## config.mk

```make
export PLATFORM = sky130hd
export DESIGN_NAME = imem_loader
export DESIGN_NICKNAME = d
export VERILOG_FILES = /design/src/rtl/imem_loader_pkg.sv /design/src/rtl/imem_loader_byte_word_packer.sv /design/src/rtl/imem_loader.sv
export SDC_FILE = /design/constraint.sdc
export NUM_CORES = 1
export LEC_CHECK = 0
export BUFFER_PORTS_ARGS = -buffer_cell sky130_fd_sc_hd__buf_2
export CELL_PAD_IN_SITES_DETAIL_PLACEMENT = 2
export CELL_PAD_IN_SITES_GLOBAL_PLACEMENT = 2
export CORE_ASPECT_RATIO = 1.5
export CORE_MARGIN = 5
export CORE_UTILIZATION = 39
export CTS_CLUSTER_DIAMETER = 30
export DETAILED_ROUTE_END_ITERATION = 7
export PLACE_DENSITY_LB_ADDON = 0.15
export SLEW_MARGIN = 20
export SYNTH_ARGS = -nofsm -noshare
export SYNTH_HDL_FRONTEND = slang
export SYNTH_HIERARCHICAL = 1
export SYNTH_SLANG_ARGS = --single-unit
```

## constraint.sdc

```tcl
create_clock -name clock -period 3.3 [get_ports clock]
set_input_delay 0.66 -clock clock [delete_from_list [all_inputs] [get_ports clock]]
set_output_delay 0.66 -clock clock [all_outputs]
set_load 0.05 [all_outputs]
```

## src/rtl/imem_loader_pkg.sv

```systemverilog
// imem_loader shared types: FSM states, sync marker, imem geometry.
// Shared with the CPU top for the instruction-memory word-address width.
package imem_loader_pkg;

  localparam int IMEM_ADDR_W = 11;
  localparam int IMEM_LEN_W  = 16;

  localparam logic [7:0] SYNC_BYTE = 8'hA5;

  typedef enum logic [2:0] {
    SYNC,
    LEN_LO,
    LEN_HI,
    DATA,
    CSUM,
    RUN,
    ERR
  } state_t;

endpackage

```

## src/rtl/imem_loader_byte_word_packer.sv

```systemverilog
// Packs a little-endian byte stream into 32-bit words.
// word_valid pulses the cycle after the 4th byte is taken.
module imem_loader_byte_word_packer (
  input  logic        clk,
  input  logic        rst_n,
  input  logic        clear,
  input  logic [7:0]  byte_data,
  input  logic        byte_valid,
  output logic [31:0] word,
  output logic        word_valid,
  output logic [1:0]  byte_idx
);

  always_ff @(posedge clk or negedge rst_n) begin
    if (!rst_n) begin
      word       <= '0;
      word_valid <= 1'b0;
      byte_idx   <= '0;
    end else if (clear) begin
      word       <= '0;
      word_valid <= 1'b0;
      byte_idx   <= '0;
    end else begin
      word_valid <= byte_valid && (byte_idx == 2'd3);
      if (byte_valid) begin
        word[{byte_idx, 3'b000} +: 8] <= byte_data;
        byte_idx <= byte_idx + 2'd1;
      end
    end
  end

endmodule

```

## src/rtl/imem_loader.sv

```systemverilog
// Boot loader: UART bytes -> imem words, then releases the CPU.
// Define IMEM_LOADER_CHECKSUM_EN for a trailing XOR checksum byte.
module imem_loader
  import imem_loader_pkg::*;
#(
  parameter int         ADDR_W    = imem_loader_pkg::IMEM_ADDR_W,
  parameter int         LEN_W     = imem_loader_pkg::IMEM_LEN_W,
  parameter logic [7:0] SYNC_BYTE = imem_loader_pkg::SYNC_BYTE
) (
  input  logic              clock,
  input  logic              reset,
  input  logic [7:0]        rx_data,
  input  logic              rx_valid,
  output logic              rx_ready,
  output logic              imem_we,
  output logic [ADDR_W-1:0] imem_addr,
  output logic [31:0]       imem_wdata,
  output logic              cpu_run,
  output logic              load_done,
  output logic              load_err,
  output logic [LEN_W-1:0]  words_loaded
);

  localparam logic [LEN_W:0] MAX_WORDS = (LEN_W+1)'(1) << ADDR_W;

`ifdef IMEM_LOADER_CHECKSUM_EN
  localparam state_t AFTER_DATA = CSUM;
`else
  localparam state_t AFTER_DATA = RUN;
`endif

  state_t            state_q;
  state_t            state_d;
  logic [LEN_W-1:0]  count_q;
  logic [LEN_W-1:0]  len_full;
  logic [ADDR_W-1:0] addr_q;
  logic [LEN_W-1:0]  words_q;
  logic [1:0]        byte_idx;
  logic              hs;
  logic              data_hs;
  logic              last_byte;

  assign hs        = rx_valid & rx_ready;
  assign data_hs   = hs && (state_q == DATA);
  assign len_full  = LEN_W'({rx_data, count_q[7:0]});
  // words_q already counts every earlier word when a 4th byte lands
  assign last_byte = data_hs && (byte_idx == 2'd3) &&
                     (words_q + LEN_W'(1) == count_q);

  assign imem_addr    = addr_q;
  assign words_loaded = words_q;

  imem_loader_byte_word_packer u_packer (
    .clk        (clock),
    .rst_n      (reset),
    .clear      (state_q != DATA),
    .byte_data  (rx_data),
    .byte_valid (data_hs),
    .word       (imem_wdata),
    .word_valid (imem_we),
    .byte_idx   (byte_idx)
  );

  always_ff @(posedge clock or negedge reset) begin
    if (!reset) state_q <= SYNC;
    else        state_q <= state_d;
  end

`ifdef IMEM_LOADER_CHECKSUM_EN
  logic [7:0] csum_q;

  always_ff @(posedge clock or negedge reset) begin
    if (!reset)       csum_q <= '0;
    else if (data_hs) csum_q <= csum_q ^ rx_data;
  end
`endif

  always_comb begin
    state_d = state_q;
    unique case (state_q)
      SYNC:   if (hs && rx_data == SYNC_BYTE) state_d = LEN_LO;
      LEN_LO: if (hs) state_d = LEN_HI;
      LEN_HI: begin
        if (hs) begin
          if (len_full == '0)
            state_d = RUN;
          else if ({1'b0, len_full} > MAX_WORDS)
            state_d = ERR;
          else
            state_d = DATA;
        end
      end
      DATA:   if (last_byte) state_d = AFTER_DATA;
      CSUM: begin
`ifdef IMEM_LOADER_CHECKSUM_EN
        if (hs) state_d = (rx_data == csum_q) ? RUN : ERR;
`endif
      end
      default: ;
    endcase
  end

  // Release is held off while the final word's write is still in flight
  always_comb begin
    rx_ready  = 1'b0;
    cpu_run   = 1'b0;
    load_done = 1'b0;
    load_err  = 1'b0;
    unique case (state_q)
      SYNC, LEN_LO, LEN_HI, DATA, CSUM: rx_ready = 1'b1;
      RUN: begin
        cpu_run   = ~imem_we;
        load_done = ~imem_we;
      end
      ERR:     load_err = 1'b1;
      default: ;
    endcase
  end

  always_ff @(posedge clock or negedge reset) begin
    if (!reset) begin
      count_q <= '0;
      addr_q  <= '0;
      words_q <= '0;
    end else begin
      if (hs && state_q == LEN_LO) count_q[7:0] <= rx_data;
      if (hs && state_q == LEN_HI) count_q <= len_full;
      if (imem_we) begin
        words_q <= words_q + LEN_W'(1);
        if (addr_q != '1) addr_q <= addr_q + ADDR_W'(1);
      end
    end
  end

endmodule

```

---- Word-level counts from Yosys, hierarchy flattened ----
Cells that the tools add are included.
word-level totals
  output and inout bits ................... 64
  bits in registers ....................... 81
  logic and storage cells ................. 63
operators by class
  multiplexer cells ....................... 16
  reductions and logical operators ........ 14
  equality and inequality tests ........... 15
  $lt $le $gt $ge ......................... 1
  bitwise operators ....................... 3
  shift operators ......................... 2
  add/sub/neg operators ................... 4
operator list
  kind                    count
  $mux 32                 2
  $bwmux 32               1
  $shift 8x7->32 const A  1
  $shiftx 8x7->32         1
  $mux 3                  6
  $add 16x1->16 const B   1
  $eq 16x16->1            1
  $gt 16x12->1 const B    1
  $logic_not 16->1        1
  $pmux 3 s4              1
  $add 11x1->11 const B   1
  $ne 11x11->1 const B    1
  $eq 3x3->1 const B      3
  $eq 8x8->1 const B      1
  $ne 2x2->1 const B      4
  $neg 5->7               1
  $eq 3x2->1 const B      2
  $logic_and 1x1->1       6
  $reduce_and 5->1        1
  $reduce_or 5->1         1
  $mux 1                  4
  $mux 2                  2
  $reduce_and 2->1        2
  $reduce_bool 4->1       1
  other kinds (8)         9

---- Longest topological paths before layout ----
Gate-level depths: netlist of run 1.
  word-level depth ........................ 9
  gate-level depth with buffers ........... 8

---- Hierarchy ----
The synthesis of run 1 kept the hierarchy.
by module, submodules not included
  module                        area each (um^2)  times used  cells each
  imem_loader                   2615.0            1           243
  imem_loader_byte_word_packer  1607.8            1           127

---- Worst setup path before layout of run 1 ----
Ideal clock, no wire load.
  path type ............................... register to output
  from .................................... register u_packer.word_valid
  to ...................................... output port load_done
  slack ................................... -0.254 ns
  arrival ................................. 2.894 ns
  data required time ...................... 2.640 ns
  buffers on the path ..................... 2
  stages on the path, launching flop included .. 4
  cells stage by stage .................... dfrtp_1 > clkbuf_1 > nor4bb_1 > buf_4
between the ends
  cells in the longest elaborated chain, start to end .. 2
RTL lines
  item                    RTL line                            RTL
  start, declared         imem_loader_byte_word_packer.sv:10  output logic word_valid,
  start signal, assigned  imem_loader_byte_word_packer.sv:24  word_valid <= byte_valid && (byte_idx == 2'd3);
  $not 1->1               --
  $mux 1                  --
  end, declared           imem_loader.sv:19                   output logic load_done,
No other way between the ends.

---- Worst setup path in the final report of run 1 ----
  from .................................... register state_q[1]
  to ...................................... register u_packer.word[27]
between the ends
  cells in the longest elaborated chain, start to end .. 6
RTL lines
  item                                RTL line                               RTL
  start, declared                     imem_loader.sv:32                      state_t state_q;
  start signal, assigned              imem_loader.sv:66                      else state_q <= state_d;
  $eq 3x2->1 (tied with other cells)  imem_loader.sv:44, imem_loader.sv:109
  $reduce_or 5->1                     imem_loader.sv:109                     unique case (state_q)
  $mux 1                              imem_loader.sv:109
  $and 1x1->1                         imem_loader.sv:43                      assign hs = rx_valid & rx_ready;
  $logic_and 1x1->1 (*)               imem_loader.sv:44                      assign data_hs = hs && (state_q == DATA);
  net data_hs                         imem_loader.sv:40                      logic data_hs;
  $reduce_bool 2->1 (no line) (*)     --
  end signal, assigned by index       imem_loader_byte_word_packer.sv:26     word[{byte_idx, 3'b000} +: 8] <= byte_data;
  end, declared                       imem_loader_byte_word_packer.sv:9      output logic [31:0] word,
The timed path passes the listed nets; every way through them passes the cells marked *.
A chain may end at the register's enable or synchronous reset.

==> metrics.md, run 1 <==
| Metric | Value |
|---|---|
| Clk slew on worst S/H paths | `~0.060 ns` |
| Number of global-route vias before repair | `3846` |
| Largest net degree at the start of global routing | `slightly above 80` |
| Die H | `~140 um` |
| Critical Path Start | `state_q[1]` |
| # clock sinks | `just over 80` |
| Max-Cap Viols | `0` |
| Critical Path AT | `2.88 ns` |
| Share of layout cells above drive strength 1 | `28.8%` |
| Hold Buf Count CTS | `0` |
| Dominant cells by area after synthesis | `dfrtp_1 (48%), xnor2_1 (5.0%), mux2_2 (4.8%)` |
| # rows | `46` |
| Worst Tran Pin Value | `approximately 0.78 ns` |
| DRT iter0 DRCs | `57` |
| Sequential area share after synthesis | `48.0%` |
| Port Buffer Count | `74` |
| # DRC | `0` |
| Crit end category | `flip-flop` |
| Clock skew | `around 0.0056 ns` |
| Antenna Diode Count | `0` |
| Die width | `about 95 um` |
| Syn_nets | `between 300 and 400` |
| Pre-Repair DR Iteration Count | `4` |
| CTS Buf Count | `9` |
| Nets | `between 400 and 500` |
| Commonest cells post-synth | `dfrtp_1 (81), nand2_1 (24), xnor2_1 (24)` |
| Period utilisation layout | `between 70% and 80%` |
| First-pass GRT wire length | `around 21 mm` |
| Bufs on Longest Clock Path | `2` |
| Max Clk Rate | `379 MHz` |
| Synth cell types | `61` |
| P per Cell Area | `540 nW/um2` |
| R2r setup slk | `between 0.6 and 0.7 ns` |
| Area grow syn2layout | `17.8%` |
| VDD IR-drop max | `approximately 0.00032 V` |
| Worst Path Required | `roughly 3.5 ns` |
| FF-to-FF Start | `state_q[1]` |
| Clock root buffer | `clkbuf_16` |
| Cell taking the most area after synthesis | `dfrtp_1` |
| Starting Density | `roughly two fifths` |
| Post-synth EDFFs | `0` |
| Antenna-violating nets left | `0` |
| Storage cell area | `between 2000 and 2500 um2` |
| Final WL | `12.7 mm` |
| Outcome | `finished, final reports clean` |
| Setup CP Type | `flip-flop to flip-flop` |
| Die area | `between 10000 and 15000 um2` |
| Post-CTS Resized | `0` |
| Placer Congestion | `0.788` |
| Synth top area share | `between 40% and 50%` |
| Initial antenna violation count | `0` |
| GRT overflow | `0` |
| Placeable Area | `between 10000 and 15000 um2` |
| Count leader, synth | `dfrtp_1` |
| Reg2reg end | `u_packer/word[27]` |
| H-Tree Level Count | `3` |
| Final setup violation count | `0` |
| Multi-input gate area | `around 2000 um2` |
| Asr flop ratio synth | `between 90% and 100%` |
| Netlist Area Pre-Place | `roughly 4200 um2` |
| Startpoint type of the worst setup path | `flip-flop` |
| Syn_area_per_cell | `11.4 um2` |
| Vias/cell | `5.68` |
| Fin cells | `just under 600` |
| CP endpoint | `u_packer/word[27]` |
| TritonCTS clock tree | `built` |
| Routed vias | `about 3300` |
| Slew Limit Fails | `0` |
| Post-synthesis register bit count | `between 80 and 90` |
| Boundary Pins | `between 70 and 80` |
| Routed WL per cell | `~22 um` |
| Hold Path Class | `input pin to async pin` |
| Inst Count DP | `between 500 and 600` |
| Total global-route track usage | `21.1%` |
| Worst slew margin | `47.9%` |
| P_leak | `roughly 0.0023 uW` |
| Yosys warns | `6` |
| Setup ws final | `approximately 0.66 ns` |
| Mapped Cells | `370` |
| Fillers | `around 1100` |
| RSZ-0062 raised after global routing | `no` |
| Min Tclk post-route | `approximately 2.6 ns` |
| Post-place setup slack | `between 0.6 and 0.7 ns` |
| Final-report hold violation count | `0` |
| Post-CTS setup buffer count | `0` |
| Crit-path max FO | `12` |
| Clock latency on the worst-skew pair | `roughly 0.34 ns` |
| Dpl hpwl | `9.10 mm` |
| R2R depth | `4` |
| Main synth FF type | `dfrtp_1` |
| Setup TNS | `0 ns` |
where the power goes:
group | switching [uW] | internal, uW | leakage, uW | total [uW]
combinational | 291 | 194 | 0.00110 | 485
sequential | 107 | 1080 | 0.00111 | 1180
clock | 410 | 608 | 0.000135 | 1020
total | 809 | 1880 | 0.00234 | 2690
final cells by class:
| cell class | count | area share (%) |
|---|---|---|
| multi-input cells | 254 | 40.6 |
| inverters | 13 | 0.981 |
| clock inverters | 4 | 1.06 |
| well taps | 144 | 3.62 |
| repair buffers | 77 | 8.02 |
| flip-flops and latches | 81 | 40.7 |
| clock buffers | 12 | 4.95 |
how the worst min path moves through the flow:
stage,endpoint,cells past startpoint,start
after global placement,u_packer/word[5],1,u_packer/word[5]
final,imem_addr[7],1,reset
after detailed placement,u_packer/word[3],1,u_packer/word[3]
after CTS,u_packer/word[3],1,u_packer/word[3]
after global routing,imem_addr[7],1,reset
after floorplan,count_q[0],0,reset
placed cells by master, fill, tap and decap left out, types with 2 or more instances in the layout:
cell	netlist	final
clkinvlp_4	0	3
o2bb2ai_1	9	9
inv_1	13	13
o21ai_0	4	4
nand3_1	9	9
a31o_2	2	2
buf_2	2	73
xor2_1	20	20
dfrtp_1	81	81
a22oi_1	2	2
or4_1	2	2
nor2_1	12	12
buf_4	2	3
o32a_1	2	2
xnor2_1	24	24
nor2b_1	5	5
nand2_1	24	24
nand4b_1	3	3
nand2b_1	5	5
o32ai_2	7	7
a21oi_1	9	9
a32o_1	15	15
clkbuf_16	0	9
clkbuf_1	12	2
nor4bb_1	4	3
and4_1	2	2
o22ai_1	2	2
or3b_1	2	2
nor3_1	7	7
and3_1	6	6
ha_1	8	8
nor3b_2	2	2
mux2_2	18	18
nor4_1	4	4
nand3b_1	11	11
nand4_1	9	9
registers in the layout, indices dropped and copies added, names as in the netlist:
signal,cells
u_packer/word,32
count_q,16
words_loaded,16
imem_addr,11
state_q,3
u_packer/byte_idx,2
u_packer/word_valid,1
layer usage:
layer	global-route usage (%)	wire length, um	vias up
met3	2.13	311	19
li1	-	-	1488
met1	23.6	4760	1746
met2	40.2	7370	71
met4	8.59	289	0
met5	0	0	-
stage by stage:
stage	cell area [um2]	total power [uW]	hold slack (ns)	utilization [%]
after floorplan	4230	1520	0.364	-
after global placement	4670	1660	0.468	44.1
after detailed placement	4670	1690	0.473	44.1
after CTS	4970	2730	0.492	47.0
after global routing	4980	2810	0.415	47.0
final	4980	2690	0.330	47.0
cells by family (layout without fill, tap and decap cells):
group | count (synthesis) | after routing | synth area share (%)
DFF | 81 | 81 | 48.0
xor gates and xnor gates | 44 | 44 | 9.13
adders and majority gates | 8 | 8 | 2.37
and+or+nand+nor | 119 | 119 | 17.7
muxes | 19 | 19 | 5.04
buffers and inverters | 35 | 106 | 4.27
AOI/OAI and AO/OA | 64 | 64 | 13.5
worst max-delay path, cell delays in order, from the launching register on:
cell	delay, ns
dfrtp_1	0.52
nand3b_1	0.38
nor2_1	0.68
or3b_1	0.62
o32ai_2	0.34
(Power assumes the default switching activity.)
==> run 2: changes to the inputs <==
--- a/config.mk
+++ b/config.mk
@@ -10,7 +10,7 @@
 export CELL_PAD_IN_SITES_GLOBAL_PLACEMENT = 2
 export CORE_ASPECT_RATIO = 1.5
 export CORE_MARGIN = 5
-export CORE_UTILIZATION = 39
+export CORE_UTILIZATION = 37
 export CTS_CLUSTER_DIAMETER = 30
 export DETAILED_ROUTE_END_ITERATION = 7
 export PLACE_DENSITY_LB_ADDON = 0.15
==> constraint.sdc (replaced) <==
create_clock -name clock -period 2.45 [get_ports clock]
set_input_delay 0.49 -clock clock [delete_from_list [all_inputs] [get_ports clock]]
set_output_delay 0.49 -clock clock [all_outputs]
set_load 0.05 [all_outputs]
==> metrics.md, run 2 (same netlist as run 1, synthesis figures left out) <==
| Metric | Value |
|---|---|
| Post-CTS setup buffer count | `0 (unchanged)` |
| Hold Path Class | `input pin to async pin (unchanged)` |
| First-pass GRT wire length | `21.3 mm (was 21.0 mm)` |
| Crit end category | `flip-flop (unchanged)` |
| P per Cell Area | `693 nW/um2 (was 540 nW/um2)` |
| Max-Cap Viols | `0 (unchanged)` |
| Fillers | `1175 (was 1138)` |
| CTS Buf Count | `9 (unchanged)` |
| Routed vias | `3324 (unchanged)` |
| Largest net degree at the start of global routing | `32 (was 82)` |
| Placer Congestion | `0.821 (was 0.788)` |
| Number of flip-flops in the largest register | `32 (unchanged)` |
| Biggest register | `u_packer/word (unchanged)` |
| Initial antenna violation count | `0 (unchanged)` |
| Finished Cell Area | `5120 um2 (was 4980 um2)` |
| Clock root buffer | `clkbuf_16 (unchanged)` |
| Post-CTS Resized | `1 (was 0)` |
| Share of layout cells above drive strength 1 | `32.5% (was 28.8%)` |
| Commonest non-fill, non-tap cells in the layout | `dfrtp_1 (80), buf_2 (73), nand2_1 (24), xnor2_1 (24), buf_4 (21) (was dfrtp_1 (81), buf_2 (73), nand2_1 (24), xnor2_1 (24), xor2_1 (20))` |
| Min Tclk post-route | `2.26 ns (was 2.64 ns)` |
| Antenna-violating nets left | `0 (unchanged)` |
| Port Buffer Count | `74 (unchanged)` |
| Starting Density | `38.0% (was 39.9%)` |
| Crit-path cells | `ha_2 > and4_2 > nand2_1 > nor4bb_1 > o22ai_1 > nor4_2 > o21ai_0 (was nand3b_1 > nor2_1 > or3b_1 > o32ai_2)` |
| Final-report hold violation count | `0 (unchanged)` |
| Hold Buf Count CTS | `0 (unchanged)` |
| # rows | `47 (was 46)` |
| Commonest non-fill, non-tap cell in the layout | `dfrtp_1 (unchanged)` |
| Setup TNS | `0 ns (unchanged)` |
| Area post-placement | `4830 um2 (was 4670 um2)` |
| Total global-route track usage | `19.5% (was 21.1%)` |
| Worst path top cell family by delay | `simple AND/OR/NAND/NOR gates (unchanged)` |
| Final WL | `12.8 mm (was 12.7 mm)` |
| Pre-Repair DR Iteration Count | `4 (unchanged)` |
| H-Tree Level Count | `3 (unchanged)` |
| Vias/cell | `5.49 (was 5.68)` |
| RSZ-0062 raised after global routing | `no (unchanged)` |
| Final setup violation count | `0 (unchanged)` |
| Max Clk Rate | `443 MHz (was 379 MHz)` |
| Crit path buf inv count | `0 (unchanged)` |
| Nets | `473 (was 455)` |
| Die area | `13700 um2 (was 13100 um2)` |
| Die width | `97.2 um (was 95.0 um)` |
| GRT overflow | `0 (unchanged)` |
| DRT iter0 DRCs | `51 (was 57)` |
| Area grow syn2layout | `21.2% (was 17.8%)` |
| Bufs on Longest Clock Path | `2 (unchanged)` |
| Period utilisation layout | `92.2% (was 80.0%)` |
| Boundary Pins | `75 (unchanged)` |
| Dpl hpwl | `9.40 mm (was 9.10 mm)` |
| Startpoint type of the worst setup path | `flip-flop (unchanged)` |
| Setup CP Type | `flip-flop to flip-flop (unchanged)` |
| Worst Path Required | `2.66 ns (was 3.54 ns)` |
| Slew Limit Fails | `0 (unchanged)` |
| Critical Path AT | `2.47 ns (was 2.88 ns)` |
| # clock sinks | `81 (unchanged)` |
| Die H | `141 um (was 137 um)` |
| Clock skew | `0.00964 ns (was 0.00555 ns)` |
| Slowest cell on the critical path | `dfrtp_1 (was nor2_1)` |
| # DRC | `0 (unchanged)` |
| TritonCTS clock tree | `built (unchanged)` |
| P_leak | `0.00243 uW (was 0.00234 uW)` |
| Worst Tran Pin Value | `0.662 ns (was 0.781 ns)` |
| Worst slew margin | `55.7% (was 47.9%)` |
| Antenna Diode Count | `0 (unchanged)` |
| Outcome | `finished, final reports clean (unchanged)` |
| Crit-path max FO | `7 (was 12)` |
| Clk slew on worst S/H paths | `0.06 ns (about the same)` |
| Placeable Area | `11100 um2 (was 10600 um2)` |
| Routed WL per cell | `21.1 um (was 21.8 um)` |
| Clock latency on the worst-skew pair | `0.34 ns (about the same)` |
| VDD IR-drop max | `0.000307 V (was 0.000317 V)` |
| Number of global-route vias before repair | `3907 (was 3846)` |
| Slowest stage delay, CP | `0.47 ns (was 0.68 ns)` |
-- run 2: final timing paths --
check	start	slack (ns)	cells past startpoint	to
max in group asynchronous	reset	1.71	2	u_packer/word[26]
hold reg to reg	u_packer/word[5]	0.49	1	u_packer/word[5]
min in group clock	u_packer/word[5]	0.49	1	u_packer/word[5]
setup reg to reg	words_loaded[0]	0.19	7	state_q[1]
hold / removal	reset	0.08	1	imem_addr[6]
setup / recovery	words_loaded[0]	0.19	7	state_q[1]
-- run 2: metrics by stage --
stage | std cells | power (uW) | hold WS (ns) | setup slack, ns | util [%]
2_1_floorplan | 370 | 2060 | 0.194 | 0.0591 | -
3_3_place_gp | 590 | 2270 | 0.445 | 0.160 | 43.5
3_5_place_dp | 590 | 2310 | 0.450 | 0.0330 | 43.5
4_1_cts | 606 | 3600 | 0.0848 | 0.0878 | 46.0
5_1_grt | 606 | 3720 | 0.0975 | 0.00226 | 46.1
6_report | 606 | 3550 | 0.0758 | 0.191 | 46.1
-- run 2: worst reg2reg max path: stages, from the launching register on --
cell and delay [ns]:
dfrtp_1 0.47, ha_2 0.30, and4_2 0.33, nand2_1 0.07, nor4bb_1 0.28, o22ai_1 0.15, nor4_2 0.40, o21ai_0 0.13
-- run 2: metal layers --
| metal | up-vias | GRT usage, % | share of wire, % |
|---|---|---|---|
| li1 | 1525 | - | - |
| met1 | 1711 | 21.3 | 38 |
| met2 | 68 | 36.4 | 56 |
| met3 | 20 | 4.50 | 3.4 |
| met4 | 0 | 7.22 | 2.3 |
| met5 | - | 0 | 0 |
-- run 2: layout make-up --
type	instances	area, um2	share of cell area [%]
clock inverters	4	28.8	0.562
flip-flops and latches	81	2030	39.6
inverters	13	48.8	0.953
multi-input cells	254	2040	39.9
well taps	147	184	3.59
clock buffers	12	246	4.81
repair buffers	95	543	10.6
-- run 2: where the power goes --
part	internal, uW	total, uW	switching, uW
Sequential	1450	1560	114
Clock	715	1260	544
Combinational	297	722	424
Total	2460	3550	1080
==> run 3: changes to the inputs <==
--- a/config.mk
+++ b/config.mk
@@ -10,7 +10,8 @@
 export CELL_PAD_IN_SITES_GLOBAL_PLACEMENT = 2
 export CORE_ASPECT_RATIO = 1.5
 export CORE_MARGIN = 5
-export CORE_UTILIZATION = 37
+export CORE_UTILIZATION = 38
+export CTS_BUF_LIST = sky130_fd_sc_hd__clkbuf_4
 export CTS_CLUSTER_DIAMETER = 30
 export DETAILED_ROUTE_END_ITERATION = 7
 export PLACE_DENSITY_LB_ADDON = 0.15
==> metrics.md, run 3 (same netlist as run 1, synthesis figures left out) <==
| Metric | Value |
|---|---|
| Outcome | `finished, final reports clean (unchanged)` |
| Fin cells | `605 (was 606)` |
| Crit-path max FO | `7 (unchanged)` |
| Worst Path Required | `2.78 ns (was 2.66 ns)` |
| Min Tclk post-route | `2.33 ns (was 2.26 ns)` |
| Nets | `472 (was 473)` |
| Setup TNS | `0 ns (unchanged)` |
| DRT iter0 DRCs | `86 (was 51)` |
| Clock skew | `0.0118 ns (was 0.00964 ns)` |
| Total global-route track usage | `20.1% (was 19.5%)` |
| VDD IR-drop max | `0.000244 V (was 0.000307 V)` |
| Port Buffer Count | `74 (unchanged)` |
| Crit-path cells | `ha_2 > and4_1 > nand2_1 > o32ai_1 > o211ai_1 > nor4_2 > o21ai_0 (was ha_2 > and4_2 > nand2_1 > nor4bb_1 > o22ai_1 > nor4_2 > o21ai_0)` |
| H-Tree Level Count | `3 (unchanged)` |
| Slowest stage delay, CP | `0.45 ns (was 0.47 ns)` |
| Final WL | `12.8 mm (about the same)` |
| Area grow syn2layout | `17.4% (was 21.2%)` |
| Max Clk Rate | `428 MHz (was 443 MHz)` |
| Placer Congestion | `0.772 (was 0.821)` |
| Clock latency on the worst-skew pair | `0.44 ns (was 0.34 ns)` |
| Initial antenna violation count | `0 (unchanged)` |
| Starting Density | `38.6% (was 38.0%)` |
| Largest net degree at the start of global routing | `42 (was 32)` |
| Startpoint type of the worst setup path | `flip-flop (unchanged)` |
| Die H | `139 um (was 141 um)` |
| Pre-Repair DR Iteration Count | `4 (unchanged)` |
| Bufs on Longest Clock Path | `2 (unchanged)` |
| Fillers | `1205 (was 1175)` |
| CTS Buf Count | `9 (unchanged)` |
| Clk slew on worst S/H paths | `0.14 ns (was 0.06 ns)` |
| Die area | `13400 um2 (was 13700 um2)` |
| Placeable Area | `10900 um2 (was 11100 um2)` |
| Number of flip-flops in the largest register | `32 (unchanged)` |
| RSZ-0062 raised after global routing | `no (unchanged)` |
| Number of global-route vias before repair | `3799 (was 3907)` |
| # rows | `47 (unchanged)` |
| Hold Path Class | `input pin to async pin (unchanged)` |
| Biggest register | `u_packer/word (unchanged)` |
| Slew Limit Fails | `0 (unchanged)` |
| Post-CTS setup buffer count | `0 (unchanged)` |
| Boundary Pins | `75 (unchanged)` |
| Routed WL per cell | `21.1 um (about the same)` |
| Final-report hold violation count | `0 (unchanged)` |
| # clock sinks | `81 (unchanged)` |
| Commonest non-fill, non-tap cells in the layout | `dfrtp_1 (80), buf_2 (73), nand2_1 (24), xnor2_1 (24) (was dfrtp_1 (80), buf_2 (73), nand2_1 (24), xnor2_1 (24), buf_4 (21))` |
| Antenna-violating nets left | `0 (unchanged)` |
| Vias/cell | `5.52 (was 5.49)` |
| Worst Tran Pin Value | `0.726 ns (was 0.662 ns)` |
| Hold Buf Count CTS | `0 (unchanged)` |
| Share of layout cells above drive strength 1 | `32.5% (about the same)` |
| Setup CP Type | `flip-flop to flip-flop (unchanged)` |
| TritonCTS clock tree | `built (unchanged)` |
| Critical Path AT | `2.66 ns (was 2.47 ns)` |
| # DRC | `0 (unchanged)` |
| P_leak | `0.00236 uW (was 0.00243 uW)` |
| Dpl hpwl | `9.48 mm (was 9.40 mm)` |
| First-pass GRT wire length | `20.6 mm (was 21.3 mm)` |
| Inst Count DP | `589 (was 590)` |
| Crit end category | `flip-flop (unchanged)` |
| Period utilisation layout | `95.3% (was 92.2%)` |
| Routed vias | `3341 (was 3324)` |
| Die width | `96.1 um (was 97.2 um)` |
| P per Cell Area | `610 nW/um2 (was 693 nW/um2)` |
| GRT overflow | `0 (unchanged)` |
| Commonest non-fill, non-tap cell in the layout | `dfrtp_1 (unchanged)` |
| Slowest cell on the critical path | `dfrtp_1 (unchanged)` |
| Final setup violation count | `0 (unchanged)` |
| Antenna Diode Count | `0 (unchanged)` |
| Clock root buffer | `clkbuf_4 (was clkbuf_16)` |
| Max-Cap Viols | `0 (unchanged)` |
| Worst slew margin | `51.4% (was 55.7%)` |
==> run 3: metal layers <==
layer | global-route usage [%] | up-vias | wire length, um
met5 | 0 | - | 0
met4 | 5.70 | 0 | 178
met3 | 3.15 | 13 | 387
met2 | 37.3 | 69 | 7320
met1 | 22.9 | 1737 | 4900
li1 | - | 1522 | -
==> run 3: worst paths after layout <==
| path | cells after the start | slack [ns] | end | start |
|---|---|---|---|---|
| setup / recovery | 7 | 0.12 | state_q[1] | words_loaded[1] |
| hold / removal | 1 | 0.03 | imem_addr[6] | reset |
| setup reg to reg | 7 | 0.12 | state_q[1] | words_loaded[1] |
| hold reg to reg | 1 | 0.51 | u_packer/word[6] | u_packer/word[6] |
| max in group asynchronous | 2 | 1.79 | u_packer/word[13] | reset |
| min in group clock | 3 | 0.40 | u_packer/word[0] | rx_data[0] |
==> run 3: timing repair <==
item,in CTS,in global routing
endpoints found under the setup margin,2,2
pin swaps,0,1
gates resized for setup,3,2
==> run 3: layout make-up <==
type	count	area, um2	share of cell area [%]
Inverter	13	48.8	0.984
Timing Repair Buffer	94	536	10.8
Sequential cell	81	2030	40.9
Clock buffer	11	82.6	1.67
Tap cell	147	184	3.71
Clock inverter	5	32.5	0.656
Multi-Input combinational cell	254	2050	41.3
==> run 3: metrics by stage <==
| stage | utilization [%] | instance area, um2 | hold slack [ns] | setup WS, ns | total power [uW] |
|---|---|---|---|---|---|
| after detailed placement | 44.1 | 4830 | 0.474 | 0.0724 | 2310 |
| after CTS | 45.3 | 4950 | 0.0301 | 0.0567 | 3050 |
| after floorplan | - | 4240 | 0.194 | 0.0591 | 2060 |
| after global placement | 44.1 | 4830 | 0.471 | 0.198 | 2270 |
| final | 45.3 | 4960 | 0.0256 | 0.115 | 3030 |
| after global routing | 45.3 | 4960 | 0.0289 | 0.0420 | 3180 |
==> run 3: worst max-delay path, delay by kind of cell (launching register included) <==
| kind | cells | cell delay [ns] |
|---|---|---|
| DFF | 1 | 0.45 |
| and+or+nand+nor | 3 | 0.81 |
| AOI/OAI and AO/OA | 3 | 0.69 |
| adders and majority gates | 1 | 0.28 |
==> run 3: power breakdown <==
group          switching [uW]  internal (uW)  total (uW)  leakage, uW
sequential                111           1450        1560      0.00111
clock                     492            229         720    0.0000605
combinational             444            301         745      0.00119
